$ cat config.mk
export PLATFORM = sky130hd
export DESIGN_NAME = gate_seq_ctrl
export DESIGN_NICKNAME = d
export VERILOG_FILES = /design/src/rtl/gate_seq_pkg.sv /design/src/rtl/gate_seq_timer.sv /design/src/rtl/gate_seq_ctrl.sv
export SDC_FILE = /design/constraint.sdc
export NUM_CORES = 1
export LEC_CHECK = 0
export BUFFER_PORTS_ARGS = -buffer_cell sky130_fd_sc_hd__buf_2
export CAP_MARGIN = 20
export CORE_UTILIZATION = 25
export CTS_CLUSTER_SIZE = 14
export DETAILED_ROUTE_END_ITERATION = 7
export PLACE_DENSITY = 0.49
export SKIP_LAST_GASP = 1
export SLEW_MARGIN = 5
export SYNTH_ARGS = -nofsm -noshare
export SYNTH_HDL_FRONTEND = slang
export SYNTH_HIERARCHICAL = 1
export SYNTH_SLANG_ARGS = --single-unit
$ cat constraint.sdc
create_clock -name clk -period 3.7 [get_ports clk]
set_clock_uncertainty 0.2 [all_clocks]
set_input_delay 0.555 -clock clk [delete_from_list [all_inputs] [get_ports clk]]
set_output_delay 0.555 -clock clk [all_outputs]
set_load 0.005 [all_outputs]
$ cat src/rtl/gate_seq_pkg.sv
// Shared state encoding and reference truth tables for the gate sequencer.
package gate_seq_pkg;

  typedef enum logic [1:0] {
    S_IDLE   = 2'd0,
    S_APPLY  = 2'd1,
    S_FINISH = 2'd2
  } state_e;

  // Bit v of a table is the expected gate output when stim == v.
  localparam logic [3:0] TT_NOR2  = 4'b0001;
  localparam logic [3:0] TT_NAND2 = 4'b0111;
  localparam logic [3:0] TT_AND2  = 4'b1000;
  localparam logic [3:0] TT_OR2   = 4'b1110;
  localparam logic [1:0] TT_INV   = 2'b01;

  function automatic int unsigned cnt_width(input int unsigned max_val);
    return (max_val < 2) ? 1 : $clog2(max_val + 1);
  endfunction

endpackage

$ cat src/rtl/gate_seq_timer.sv
// Per-vector hold counter: counts 0..HOLD_CYCLES-1 while enabled, tc flags the last hold cycle.
module gate_seq_timer
  import gate_seq_pkg::*;
#(
  parameter int unsigned HOLD_CYCLES = 10
) (
  input  logic clk,
  input  logic rst,
  input  logic clr,
  input  logic en,
  output logic tc
);

  localparam int unsigned W = cnt_width(HOLD_CYCLES);
  localparam logic [W-1:0] TC_VAL = W'(HOLD_CYCLES - 1);

  logic [W-1:0] hold_q, hold_d;

  // Wraps to 0 on the last hold cycle so the next vector starts fresh.
  always_comb begin
    hold_d = hold_q;
    if (clr) begin
      hold_d = '0;
    end else if (en) begin
      hold_d = (hold_q == TC_VAL) ? '0 : hold_q + W'(1);
    end
  end

  always_ff @(posedge clk) begin
    if (rst) begin
      hold_q <= '0;
    end else begin
      hold_q <= hold_d;
    end
  end

  assign tc = (hold_q == TC_VAL);

endmodule

$ cat src/rtl/gate_seq_ctrl.sv
// Exhaustive stimulus/compare sequencer for a small combinational gate.
// Optional first-failure capture ports are built when GATE_SEQ_FIRST_FAIL_EN is defined.
//
// state    | meaning
// ---------+------------------------------------------------------------
// S_IDLE   | waiting for start; stim, pass and err_cnt hold last result
// S_APPLY  | driving stim=vec, comparing y_dut on each vector's last hold cycle
// S_FINISH | one-cycle done pulse, then back to idle
module gate_seq_ctrl
  import gate_seq_pkg::*;
#(
  parameter int unsigned       N_IN        = 2,
  parameter int unsigned       HOLD_CYCLES = 10,
  parameter logic [2**N_IN-1:0] TT         = TT_NOR2
) (
  input  logic                           clk,
  input  logic                           rst,
  input  logic                           start,
  output logic [N_IN-1:0]                stim,
  input  logic                           y_dut,
  output logic                           busy,
  output logic                           done,
  output logic                           pass,
  output logic [$clog2(2**N_IN+1)-1:0]   err_cnt
`ifdef GATE_SEQ_FIRST_FAIL_EN
  ,
  output logic                           fail_vld,
  output logic [N_IN-1:0]                fail_vec
`endif
);

  localparam int unsigned NV = 2**N_IN;
  localparam int unsigned EW = $clog2(NV + 1);
  localparam logic [N_IN-1:0] VEC_LAST = N_IN'(NV - 1);

  state_e          state_q, state_d;
  logic [N_IN-1:0] vec_q, vec_d;
  logic [EW-1:0]   err_cnt_q, err_cnt_d;
  logic            busy_q, busy_d;
  logic            done_q, done_d;
  logic            pass_q, pass_d;

  logic            accept;
  logic            tc;
  logic            sample;
  logic            mismatch;
  logic [EW-1:0]   err_inc;

  assign accept   = (state_q == S_IDLE) && start;
  assign sample   = (state_q == S_APPLY) && tc;
  assign mismatch = sample && (y_dut != TT[vec_q]);
  // Count including this cycle's mismatch so the final verdict sees it.
  assign err_inc  = err_cnt_q + EW'(mismatch);

  gate_seq_timer #(
    .HOLD_CYCLES (HOLD_CYCLES)
  ) u_timer (
    .clk (clk),
    .rst (rst),
    .clr (accept),
    .en  (state_q == S_APPLY),
    .tc  (tc)
  );

  always_comb begin
    state_d   = state_q;
    vec_d     = vec_q;
    err_cnt_d = err_cnt_q;
    busy_d    = busy_q;
    done_d    = 1'b0;
    pass_d    = pass_q;
    case (state_q)
      S_IDLE: begin
        if (start) begin
          state_d   = S_APPLY;
          vec_d     = '0;
          err_cnt_d = '0;
          pass_d    = 1'b0;
          busy_d    = 1'b1;
        end
      end
      S_APPLY: begin
        if (sample) begin
          err_cnt_d = err_inc;
          if (vec_q == VEC_LAST) begin
            state_d = S_FINISH;
            busy_d  = 1'b0;
            done_d  = 1'b1;
            pass_d  = (err_inc == '0);
          end else begin
            vec_d = vec_q + N_IN'(1);
          end
        end
      end
      S_FINISH: begin
        state_d = S_IDLE;
      end
      default: begin
        state_d = S_IDLE;
        busy_d  = 1'b0;
      end
    endcase
  end

  always_ff @(posedge clk) begin
    if (rst) begin
      state_q   <= S_IDLE;
      vec_q     <= '0;
      err_cnt_q <= '0;
      busy_q    <= 1'b0;
      done_q    <= 1'b0;
      pass_q    <= 1'b0;
    end else begin
      state_q   <= state_d;
      vec_q     <= vec_d;
      err_cnt_q <= err_cnt_d;
      busy_q    <= busy_d;
      done_q    <= done_d;
      pass_q    <= pass_d;
    end
  end

  // vec stops at the last vector, so stim keeps all-ones after a run.
  assign stim    = vec_q;
  assign busy    = busy_q;
  assign done    = done_q;
  assign pass    = pass_q;
  assign err_cnt = err_cnt_q;

`ifdef GATE_SEQ_FIRST_FAIL_EN
  logic            fail_vld_q, fail_vld_d;
  logic [N_IN-1:0] fail_vec_q, fail_vec_d;

  always_comb begin
    fail_vld_d = fail_vld_q;
    fail_vec_d = fail_vec_q;
    if (accept) begin
      fail_vld_d = 1'b0;
      fail_vec_d = '0;
    end else if (mismatch && !fail_vld_q) begin
      fail_vld_d = 1'b1;
      fail_vec_d = vec_q;
    end
  end

  always_ff @(posedge clk) begin
    if (rst) begin
      fail_vld_q <= 1'b0;
      fail_vec_q <= '0;
    end else begin
      fail_vld_q <= fail_vld_d;
      fail_vec_q <= fail_vec_d;
    end
  end

  assign fail_vld = fail_vld_q;
  assign fail_vec = fail_vec_q;
`endif

endmodule

### After elaboration in Yosys (flattened, before gate mapping)

Cells that the tools add are included.

| operators by class | value |
|---|---|
| add/sub/neg operators | 3 |
| order comparisons | 1 |
| equal/unequal tests | 9 |
| muxes and demuxes | 23 |
| bitwise gates (word level) | 3 |
| reductions and logical operators | 13 |

Operators with widths:

| operator | count |
|---|---|
| two-way mux 2 bit | 6 |
| AND reduction 4 bit | 3 |
| two-way mux 1 bit | 8 |
| != test 2 bit, second input constant | 4 |
| one-hot mux 2 bit (2 select lines) | 2 |
| two-way mux 3 bit | 2 |
| one-hot mux 3 bit (2 select lines) | 1 |
| AND reduction 3 bit | 2 |
| adder 4 x 1 -> 4 bit, second input constant | 1 |
| equality test 2 bit, second input constant | 2 |
| equality test 4 bit, second input constant | 1 |
| two-way mux 4 bit | 1 |
| adder 3 x 1 -> 3 bit | 1 |
| logical AND 1 bit | 3 |
| zero test 3 bit | 1 |
| less-than comparator 2 x 3 -> 1 bit, second input constant | 1 |
| NOT 1 bit | 3 |
| one-hot mux 1 bit (3 select lines) | 1 |
| OR reduction 3 bit | 1 |
| adder 2 x 1 -> 2 bit, second input constant | 1 |
| binary-select mux 1 bit (select 2 bit) | 1 |
| equality test 2 x 1 -> 1 bit, second input constant | 1 |
| zero test 2 bit | 1 |
| one-hot mux 1 bit (2 select lines) | 1 |
| other kinds (3) | 3 |

| storage, ports and cells | value |
|---|---|
| register bits after elaboration | 14 |
| bits of input ports | 4 |
| output and inout port bits | 8 |

### Logic depth before layout (Yosys ltp)

| logic depth | value |
|---|---|
| depth in word-level cells | 9 |
| depth in mapped cells | 10 |

### By module

Netlist, hierarchy kept.

Modules (own cells, without submodules):

| module | instances | cells an instance | area each (µm²) | sequential area each (µm²) |
|---|---|---|---|---|
| gate_seq_ctrl | 1 | 60 | 556.8 | 200.2 |
| gate_seq_timer | 1 | 21 | 198.9 | 80.1 |

### Least setup slack after synthesis

OpenSTA, ideal clock, no wires.

| timing path | value |
|---|---|
| path kind | register to register |
| start | register vec_q[0], in the netlist stim[0] |
| end | register pass_q, in the netlist pass |
| library setup time | 65 ps |
| arrival | 1859 ps |
| required time | 3435 ps |
| setup slack | 1576 ps |
| stages on the path, launching flop included | 10 |
| buffers on the path | 0 |
| clock period less this slack | 2124 ps |
| path through | dfxtp_1 -> inv_1 -> ha_1 -> xor2_1 -> and3_2 -> ha_1 -> ha_1 -> nor4_1 -> mux2i_1 -> nor2_1 |

| between the ends | value |
|---|---|
| longest elaborated chain between the ends | 9 |

RTL lines:

| what | line | text |
|---|---|---|
| start, declared | gate_seq_ctrl.sv:37 | `logic [N_IN-1:0] vec_q, vec_d;` |
| start signal, assigned | gate_seq_ctrl.sv:115 | `vec_q <= vec_d;` |
| binary-select mux 1 bit (select 2 bit) | gate_seq_ctrl.sv:51 | `assign mismatch = sample && (y_dut != TT[vec_q]);` |
| two-way mux 1 bit (not written as such) | gate_seq_ctrl.sv:51 |  |
| != test 1 bit | gate_seq_ctrl.sv:51 |  |
| logical AND 1 bit | gate_seq_ctrl.sv:51 |  |
| adder 3 x 1 -> 3 bit | gate_seq_ctrl.sv:53 | `assign err_inc = err_cnt_q + EW'(mismatch);` |
| zero test 3 bit | gate_seq_ctrl.sv:89 | `pass_d = (err_inc == '0);` |
| two-way mux 1 bit | gate_seq_ctrl.sv:85 | `if (vec_q == VEC_LAST) begin` |
| two-way mux 1 bit | gate_seq_ctrl.sv:83 | `if (sample) begin` |
| one-hot mux 1 bit (2 select lines) | gate_seq_ctrl.sv:72 | `case (state_q)` |
| end signal, assigned | gate_seq_ctrl.sv:119 | `pass_q <= pass_d;` |
| end, declared | gate_seq_ctrl.sv:41 | `logic pass_q, pass_d;` |

Parallel ways exist; a longest one is shown, timed or not. The select of a mux whose other input is x is not followed.
A chain may end at the register's enable or synchronous reset.

### Final worst setup path

| timing path | value |
|---|---|
| start | register state_q[1] |
| end | register pass_q, in the netlist pass |

| between the ends | value |
|---|---|
| longest elaborated chain between the ends | 8 |

RTL lines:

| what | line | text |
|---|---|---|
| start, declared | gate_seq_ctrl.sv:36 | `state_e state_q, state_d;` |
| start signal, assigned | gate_seq_ctrl.sv:114 | `state_q <= state_d;` |
| equality test 2 x 1 -> 1 bit | gate_seq_ctrl.sv:50, gate_seq_ctrl.sv:72 |  |
| logical AND 1 bit | gate_seq_ctrl.sv:50 | `assign sample = (state_q == S_APPLY) && tc;` |
| logical AND 1 bit | gate_seq_ctrl.sv:51 |  |
| adder 3 x 1 -> 3 bit | gate_seq_ctrl.sv:53 |  |
| zero test 3 bit | gate_seq_ctrl.sv:89 |  |
| two-way mux 1 bit | gate_seq_ctrl.sv:85 |  |
| two-way mux 1 bit | gate_seq_ctrl.sv:83 |  |
| one-hot mux 1 bit (2 select lines) | gate_seq_ctrl.sv:72 |  |

Parallel ways exist; a longest one is shown, timed or not. The select of a mux whose other input is x is not followed.

==> key figures <==
Setup path
  • CP max-delay cell: dfxtp_1
  • Crit-path max cell delay: between 0.4 and 0.5 ns
  • R2R depth: 8
  • Most frequent CP cell: ha_1
  • Critical path start-end classification: reg2reg
  • Crit-path max FO: 10
  • CP cell instances: nand2b_4 > inv_1 > and3_2 > ha_1 > ha_1 > nor4_1 > mux2i_1 > nor2_1
  • Crit end category: register
  • WP data arrival: 2.26 ns
  • Setup crit start kind: register
  • Crit path max-delay family: simple AND/OR/NAND/NOR gates
  • Critical Path Stages: 8
  • Worst Path Buf+Inv: 1
  • Reg2Reg Setup Slack: roughly 1.5 ns
  • Worst path required time: about 3.7 ns

Yosys
  • Mapped Nets: 89
  • Synth async-reset ratio: 0%
  • Post-synth EDFFs: 0
  • Synth warn: 6
  • Syn Std Cell Area: 756 um2
  • Synth cell types: 36
  • Synth top area share: 37.1%
  • Sequential area share after synthesis: around 37%
  • Cells after synthesis: ~80
  • Synth area leader: dfxtp_1
  • Syn avg cell area: a little over 9 um2
  • Primary FF master, synth: dfxtp_1
  • Area contributors post-synth: dfxtp_1, ha_1, nand2b_4
  • Synthesis-stage register bit count: 14

Layout
  • Filler instances: about 310
  • Synth-to-Final Area Change: 12.7%
  • Layout cells sized above 1: 23.9%
  • Ant. Diodes: 0
  • Multi-input gate area: around 440 um2
  • Register Area: roughly 280 um2
  • Layout Nets: roughly 100
  • Utilization after layout: 30.4%

CTS
  • Clk slew on worst S/H paths: roughly 0.08 ns
  • # resized after CTS: 0
  • Post-CTS setup buffer count: 0
  • Clk buf depth: 2
  • Clock latency at the later pin of the worst-skew pair: between 0.2 and 0.3 ns
  • TritonCTS clock tree: yes
  • CTS Hold Bufs: 0
  • CTS Buf Count: 3
  • H-tree levels: 1
  • Clk root buf: clkbuf_4
  • Clk sinks: 14

Place
  • Final RePlAce weighted congestion: about 0.65
  • Buffers on Ports: 11
  • DP Wirelength: 1100 um

Timing
  • Fin. max-slew vios: 0
  • Setup TNS: 0 ns
  • Setup Viol. Count Final: 0
  • Crit path time final: between 2 and 2.5 ns
  • Tcrit/Tclk final: ~61%
  • RSZ-0062 raised after global routing: false
  • Slew @ Worst Pin: approximately 0.41 ns
  • Slew margin rel.: ~73%
  • Fin. Hold Viols: 0
  • Fmax achieved: roughly 450 MHz

Job
  • Max-cap violations: 0

Power and ir drop
  • Pleak: between 0.3 and 0.4 nW
  • Worst VDD drop: approximately 93 uV
  • PwrDens: roughly 320 mW/mm2

Run status
  • Failing checks: design-rule violations
  • Status: finished with violations

Global routing
  • Pin count of the biggest net entering global routing: 15
  • GRT Total Usage: approximately 11%
  • Vias in the first global route: 608
  • First-pass GRT wire length: ~2700 um
  • Overflow after GRT: 0
  • Initial antenna violation count: 0

Floorplanning
  • Cell row count: 19
  • Die H: ~57 um
  • Die Area: 0.00325 mm2
  • Starting Density: 26.9%
  • Core ar.: between 0.002 and 0.003 mm2
  • Die width: around 57 um
  • IO Count: 12

Detailed routing
  • Via Count: roughly 600
  • Routed WL: 1510 um
  • Post-route ant nets: 0
  • DRC Markers: 2
  • 1st-iter DRT viols: 9
  • Router iterations before antenna repair: 6
  • DR vias/cell: 4.86
  • Routed length per placed instance: 12.3 um

Worst hold path
  • HP Class: reg2reg
  • Hold path cells: 2
power breakdown:
part / leakage [nW] / internal (W) / switching [W]
Clock: 0.0138 / 0.0000378 / 0.0000480
Sequential: 0.114 / 0.000154 / 0.00000485
Combinational: 0.229 / 0.0000109 / 0.0000136
Total: 0.357 / 0.000203 / 0.0000665
cell usage in the layout, fill, tap and decap left out, drive strengths merged, types with 3 or more instances in the layout:
cell type  count
inv            4
nor3           4
nand2          7
nand2b         3
nand4b         3
dfxtp         14
o21ai          4
a21oi          5
buf           11
ha             4
clkbuf         3
nor2           5
Yosys cell counts, drive strengths merged, types with 2 or more instances:
| library cell | count |
|---|---|
| a211oi | 2 |
| a21o | 2 |
| a21oi | 5 |
| buf | 2 |
| dfxtp | 14 |
| ha | 4 |
| inv | 4 |
| nand2 | 7 |
| nand2b | 3 |
| nand3 | 2 |
| nand4b | 3 |
| nor2 | 5 |
| nor2b | 2 |
| nor3 | 4 |
| o21ai | 4 |
| xnor2 | 2 |
| xor2 | 2 |
flip-flops by register name (all words and copies together) (netlist names):
register and flops:
busy 1, state_q 2, done 1, u_timer/hold_q 4
err_cnt 3, stim 2, pass 1
cells by family after synthesis:
family,count (synthesis),share of synthesized area (%)
flip-flops,14,37.1
XOR/XNOR,4,4.64
buffers and inverters,7,4.63
AO/OA/AOI/OAI,19,17.4
AND/OR/NAND/NOR,31,26.3
multiplexers,2,3.31
adder cells (fa/ha/maj),4,6.62
metrics by stage:
| stage | cells | hold slack, ns | setup slack, ns | cell area [um2] | total power, W |
|---|---|---|---|---|---|
| 5_1_grt | 123 | 0.315 | 1.21 | 852 | 0.000287 |
| 3_5_place_dp | 120 | 0.271 | 1.48 | 830 | 0.000187 |
| 6_report | 123 | 0.276 | 1.46 | 852 | 0.000269 |
| 2_1_floorplan | 81 | 0.265 | 1.58 | 756 | 0.000180 |
| 3_3_place_gp | 120 | 0.263 | 1.49 | 830 | 0.000187 |
| 4_1_cts | 123 | 0.282 | 1.45 | 852 | 0.000274 |
path summary, 6_finish.rpt:
path	end	startpoint
max	pass	state_q[1]
min	err_cnt[1]	err_cnt[1]
max reg2reg	pass	state_q[1]
min reg2reg	err_cnt[1]	err_cnt[1]
final cells by class:
type,instances,share of cell area [%]
inverter,4,1.76
sequential,14,32.9
multi-input combinational,60,51.7
tap,31,4.55
clock buffer,3,2.64
timing repair buffer,11,6.46
worst min-delay path, stage by stage (launching register included):
cell	delay (ns)
dfxtp_1	0.33
nand2_1	0.06
a21oi_1	0.05
routing by layer:
| layer | GRT usage, % | share of wire (%) | vias up |
|---|---|---|---|
| met1 | 13.0 | 49 | 269 |
| met4 | 9.41 | 4.2 | 0 |
| met5 | 0 | 0 | - |
| li1 | - | - | 314 |
| met3 | 2.95 | 2.8 | 5 |
| met2 | 17.0 | 44 | 10 |
No activity file was read; power rests on OpenSTA's default activity.
